## src/rtl/serial_adc_reader.sv

```systemverilog
// serial_adc_reader: frames one ADC conversion and shifts the serial data into a parallel sample.
// Optional free-running mode is enabled by defining SERIAL_ADC_CONTINUOUS_EN.
module serial_adc_reader #(
    parameter int FRAME_BITS    = 16,
    parameter int LEAD_BITS     = 4,
    parameter int DATA_BITS     = 12,
    parameter int QUIET_PERIODS = 2
) (
    input  logic                 clk_in,
    input  logic                 reset,
    input  logic                 enable,
    input  logic                 sclk_in,
    input  logic                 start,
    input  logic                 adc_sdata,
    output logic                 adc_cs_n,
    output logic                 adc_sclk,
    output logic                 busy,
    output logic [DATA_BITS-1:0] sample,
    output logic                 sample_valid,
    output logic                 frame_err
);
    localparam int CW = $clog2(FRAME_BITS + 1);
    localparam int QW = $clog2(QUIET_PERIODS + 1);

    typedef enum logic [2:0] {IDLE, ALIGN, SHIFT, CAPTURE, TAIL, QUIET} state_t;

    state_t                state, state_nx;
    logic                  sclk_q, rise, fall, sync1, sync2, last_rise, quiet_done;
    logic [CW-1:0]         cnt;
    logic [QW-1:0]         qcnt;
    logic [FRAME_BITS-2:0] shreg;
    logic [FRAME_BITS-1:0] shreg_nx;

    assign rise       = enable & sclk_in & ~sclk_q;
    assign fall       = enable & ~sclk_in & sclk_q;
    assign last_rise  = (state == SHIFT) && rise && (cnt == CW'(FRAME_BITS - 1));
    assign quiet_done = (state == QUIET) && fall && (qcnt == QW'(QUIET_PERIODS - 1));
    assign shreg_nx   = {shreg, sync2};
    assign busy       = state != IDLE;

    // state register
    always_ff @(posedge clk_in) begin
        if (reset) state <= IDLE;
        else       state <= state_nx;
    end

    // next-state logic; every transition is qualified by enable through rise/fall
    always_comb begin
        state_nx = state;
        case (state)
            IDLE:    state_nx = (start && enable) ? ALIGN : IDLE;
            ALIGN:   state_nx = fall ? SHIFT : ALIGN;
            SHIFT:   state_nx = last_rise ? CAPTURE : SHIFT;
            CAPTURE: state_nx = enable ? TAIL : CAPTURE;
            TAIL:    state_nx = fall ? QUIET : TAIL;
`ifdef SERIAL_ADC_CONTINUOUS_EN
            QUIET:   state_nx = !enable ? IDLE : quiet_done ? ALIGN : QUIET;
`else
            QUIET:   state_nx = quiet_done ? IDLE : QUIET;
`endif
            default: state_nx = IDLE;
        endcase
    end

    // datapath: edge history, data sync, shifting, sample capture and ADC pins
    always_ff @(posedge clk_in) begin
        if (reset) begin
            sclk_q       <= 1'b1;
            sync1        <= 1'b0;
            sync2        <= 1'b0;
            cnt          <= '0;
            qcnt         <= '0;
            shreg        <= '0;
            sample       <= '0;
            sample_valid <= 1'b0;
            frame_err    <= 1'b0;
            adc_cs_n     <= 1'b1;
            adc_sclk     <= 1'b1;
        end else begin
            sclk_q       <= sclk_in;
            sync1        <= adc_sdata;
            sync2        <= sync1;
            sample_valid <= last_rise;
            adc_sclk     <= adc_cs_n | sclk_q;
            if (state == ALIGN && fall) begin
                adc_cs_n <= 1'b0;
                cnt      <= '0;
            end
            if (state == SHIFT && rise) begin
                shreg <= shreg_nx[FRAME_BITS-2:0];
                cnt   <= cnt + 1'b1;
            end
            if (last_rise) begin
                sample    <= shreg_nx[FRAME_BITS-1-LEAD_BITS -: DATA_BITS];
                frame_err <= |shreg_nx[FRAME_BITS-1 -: LEAD_BITS];
            end
            if (state == TAIL && fall) begin
                adc_cs_n <= 1'b1;
                qcnt     <= '0;
            end
            if (state == QUIET && fall) qcnt <= qcnt + 1'b1;
        end
    end
endmodule

```

## config.mk

```make
export PLATFORM = sky130hd
export DESIGN_NAME = serial_adc_reader
export DESIGN_NICKNAME = d
export VERILOG_FILES = /design/src/rtl/serial_adc_reader.sv
export SDC_FILE = /design/constraint.sdc
export NUM_CORES = 1
export LEC_CHECK = 0
export BUFFER_PORTS_ARGS = -buffer_cell sky130_fd_sc_hd__buf_2
export CORE_MARGIN = 5
export CORE_UTILIZATION = 50
export DETAILED_ROUTE_END_ITERATION = 8
export PLACE_DENSITY_LB_ADDON = 0.25
export SYNTH_ARGS = -nofsm -noshare
export SYNTH_HDL_FRONTEND = slang
export SYNTH_SLANG_ARGS = --single-unit
```

## constraint.sdc

```tcl
create_clock -name clk_in -period 5.2 [get_ports clk_in]
set_clock_uncertainty 0.05 [all_clocks]
set_input_delay 0.26 -clock clk_in [delete_from_list [all_inputs] [get_ports clk_in]]
set_output_delay 0.26 -clock clk_in [all_outputs]
set_load 0.02 [all_outputs]
```

==> impl_summary.md <==
Status
The run finished with clean final reports.

Route
Dividing the detail-routed wire length by the instance count gives 12.2 um. The number of remaining DRC errors is 0. The first detailed-routing pass took 5 iterations. For this block, the routed nets add up to 3170 um of wire.

The remaining number of nets flagged by the antenna check after routing is 0. In this run, the number of DRC markers left after iteration 0 of detailed routing was 66. After detailed routing, the number of vias per cell comes to 5.29.

The routed layout has 1,371 vias.

Logic synthesis
The post-synthesis instance area is 1750 sq um. The post-synthesis cell type count is 37. The synthesis warning total is 0. The top cell type by total area after synthesis is dfxtp_1. In the post-synthesis netlist, the biggest area contributors are dfxtp_1 50%, mux2i_1 7.5%, nand2_1 7.3%, a21oi_1 6.0%, nor2_1 3.9%.

The library cell with the highest instance count after synthesis is dfxtp_1. Counting flops with a built-in enable in the synthesized netlist gives 0. After technology mapping, the gate count stands at 194. The synthesized design contains 44 register bits. Summing the sequential cell areas from Yosys gives 50.5% of the chip area. The number of nets produced by synthesis is 203. The proportion of synthesized flip-flops having asynchronous set or reset is 0%. The main flop type after synthesis is dfxtp_1. The commonest cells after synthesis are 44 x dfxtp_1, 34 x nand2_1, 21 x a21oi_1, 18 x nor2_1, 13 x mux2i_1. Dividing the synthesized area by the synthesized cell count gives 9.00 sq um. The area fraction of the dominant cell type after synthesis is 50.5%.

Clock tree
The count of H-tree levels built during CTS is 2. The clock passes through at most 2 buffers. The number of buffers created by CTS is 5. The post-cts repair resize count is 0.

The clock latency on the worst-skew pair is 0.35 ns. Clock-pin slew was measured on the worst setup and hold paths at 0.12 ns. TritonCTS built the clock tree. The hold buffer count at CTS is 0. In this run the post-CTS setup repair buffer count came out at 0.

The tree built by TritonCTS fans out to 44 sinks. The master cell of the clock root buffer is clkbuf_4.

Timing
The worst slack on hold paths is 0.0617 ns. The post-layout minimum cycle time is 2.28 ns. The setup TNS is 0 ns.

The number of max-slew violations in the final report was 0. The number of setup violations in the final report is 0. Static timing analysis puts the maximum clock frequency at 439 MHz.

The worst relative slew slack is 22.6%. Across all setup checks in the final design, the least slack found is 2.92 ns. Setup repair after global routing left no endpoint under its margin. The number of failing hold endpoints at the final stage is 0. In the finished design, the share of the clock period the worst path needs comes to 43.8%. The pin slew with the least headroom to its limit is 1.15 ns.

Setup path
Measured in cells, the most critical reg-to-reg path has a length of 4. The largest stage delay on the critical path is 0.91 ns. The slowest stage of the critical path is the nor3_2 cell. The data required time at the worst endpoint is 5.42 ns.

The worst flop-to-flop path startpoint is state[0]. In this run the worst setup path begins at state[0]. Along the worst path, the maximum fanout reaches 20. STA puts the critical path data arrival time at 2.50 ns.

The startpoint class of the critical path is a flop. In this run the critical register-to-register path is captured at cnt[2]. The setup check on the worst reg-to-reg path leaves a slack of 2.92 ns. By startpoint and endpoint, the worst setup path is classified as reg2reg. The endpoint type of the worst setup path is a flop. Traced cell by cell, the critical path runs through nand4bb_2, nor3_2, a21oi_1, a211oi_1. The most critical setup path has its endpoint at cnt[2].

Die
The die span in y is 69.1 um. The die footprint is 4770 sq um. The core region is 3360 sq um.

The x dimension of the die is 69.1 um. The effective utilization at floorplan is 51.9%. During I/O placement, the number of pins put on the boundary was 23. The number of rows in the core area is 21.

Place
The estimated wirelength of the detail-placed design is 2080 um. OpenSTA, run right after detailed placement, puts the worst setup slack at 2.97 ns. Port buffering added 22 buffers. Routability-driven placement finished with a final weighted congestion of 0.766.

Run
The tool flagged a number of max-cap violations equal to 0.

Global routing
The total congestion overflow after global routing is 0. The wire length of the first global-routing pass is 5470 um. Entering global routing, the biggest net connects 46 pins.

The via count of the first global-routing pass was 1,270. The initial antenna violation count is 0. The global-route total usage across every layer is 14.0%.

Hold path
The kind of path behind the tightest hold check is in2reg.

Finish
The share of layout cells above drive strength 1 is 16.0%. The area growth from synthesis to layout is 9.89%. The post-layout net count is 221. The number of antenna diodes in the final layout is 0. The post-route core utilization is 57.0%.

Power
The worst voltage drop across the vdd grid is 0.187 mV. Total power for the finished layout comes to 0.000536 W. Power spread over the standard cell area amounts to 279 nW/um^2. The total leakage power is 0.685 nW.
## power breakdown
part | internal [W] | leakage [nW] | total, W | switching (W)
Combinational | 0.00000823 | 0.298 | 0.0000212 | 0.0000129
Clock | 0.0000663 | 0.0315 | 0.000171 | 0.000105
Sequential | 0.000339 | 0.355 | 0.000343 | 0.00000398
Total | 0.000414 | 0.685 | 0.000536 | 0.000122
## worst min path at each step
stage,from,endpoint,cells after the start
2_1_floorplan,sclk_in,sclk_q,1
3_3_place_gp,sync1,sync2,1
3_5_place_dp,sync1,sync2,1
4_1_cts,adc_sdata,sync1,2
5_1_grt,adc_sdata,sync1,2
6_report,adc_sdata,sync1,2
## metrics by stage
stage	instances	area [sq um]
floorplan	194	1750
global placement	251	1860
detailed placement	251	1860
CTS	259	1920
global route	259	1920
finish	259	1920
## worst max-delay path, delay by kind of cell (launching register included)
family / cells / cell delay [ns]
DFF: 1 / 0.44
AOI/OAI and AO/OA: 2 / 0.44
and+or+nand+nor: 2 / 1.26
## registers in the layout, indices dropped and copies added (netlist names), 2 cells and up
signal / count
sample: 12
shreg: 15
cnt: 5
state: 3
qcnt: 2
## logic make-up after synthesis
group	count (synthesis)	share of synthesized area, %
AND/OR/NAND/NOR	83	23.9
flip-flops	44	50.5
AO/OA/AOI/OAI	35	11.6
buffers and inverters	16	4.37
multiplexers	13	7.45
adder cells (fa/ha/maj)	3	2.15
## layout by cell type, fill, tap and decap left out, types with 5 or more instances in the layout
master    count
or3_1         5
dfxtp_1      44
buf_2        22
a21oi_1      21
clkbuf_4      5
nand2_1      34
nor2_1       18
mux2i_1      13
inv_1         5
## final cells by class
| type | count | area, sq um |
|---|---|---|
| Fill cell | 339 | 1450 |
| Sequential cell | 44 | 881 |
| Multi-Input combinational cell | 134 | 788 |
| Timing Repair Buffer | 22 | 110 |
| Tap cell | 46 | 57.6 |
| Clock buffer | 7 | 55.1 |
| Inverter | 5 | 18.8 |
| Clock inverter | 1 | 7.51 |
## metal layers
layer / track usage [%] / vias to the layer above / wire, um
li1: - / 704 / -
met1: 15.3 / 641 / 1460
met2: 23.8 / 22 / 1570
met3: 5.81 / 4 / 106
met4: 5.64 / 0 / 36
met5: 0 / - / 0
(Power assumes the default switching activity.)
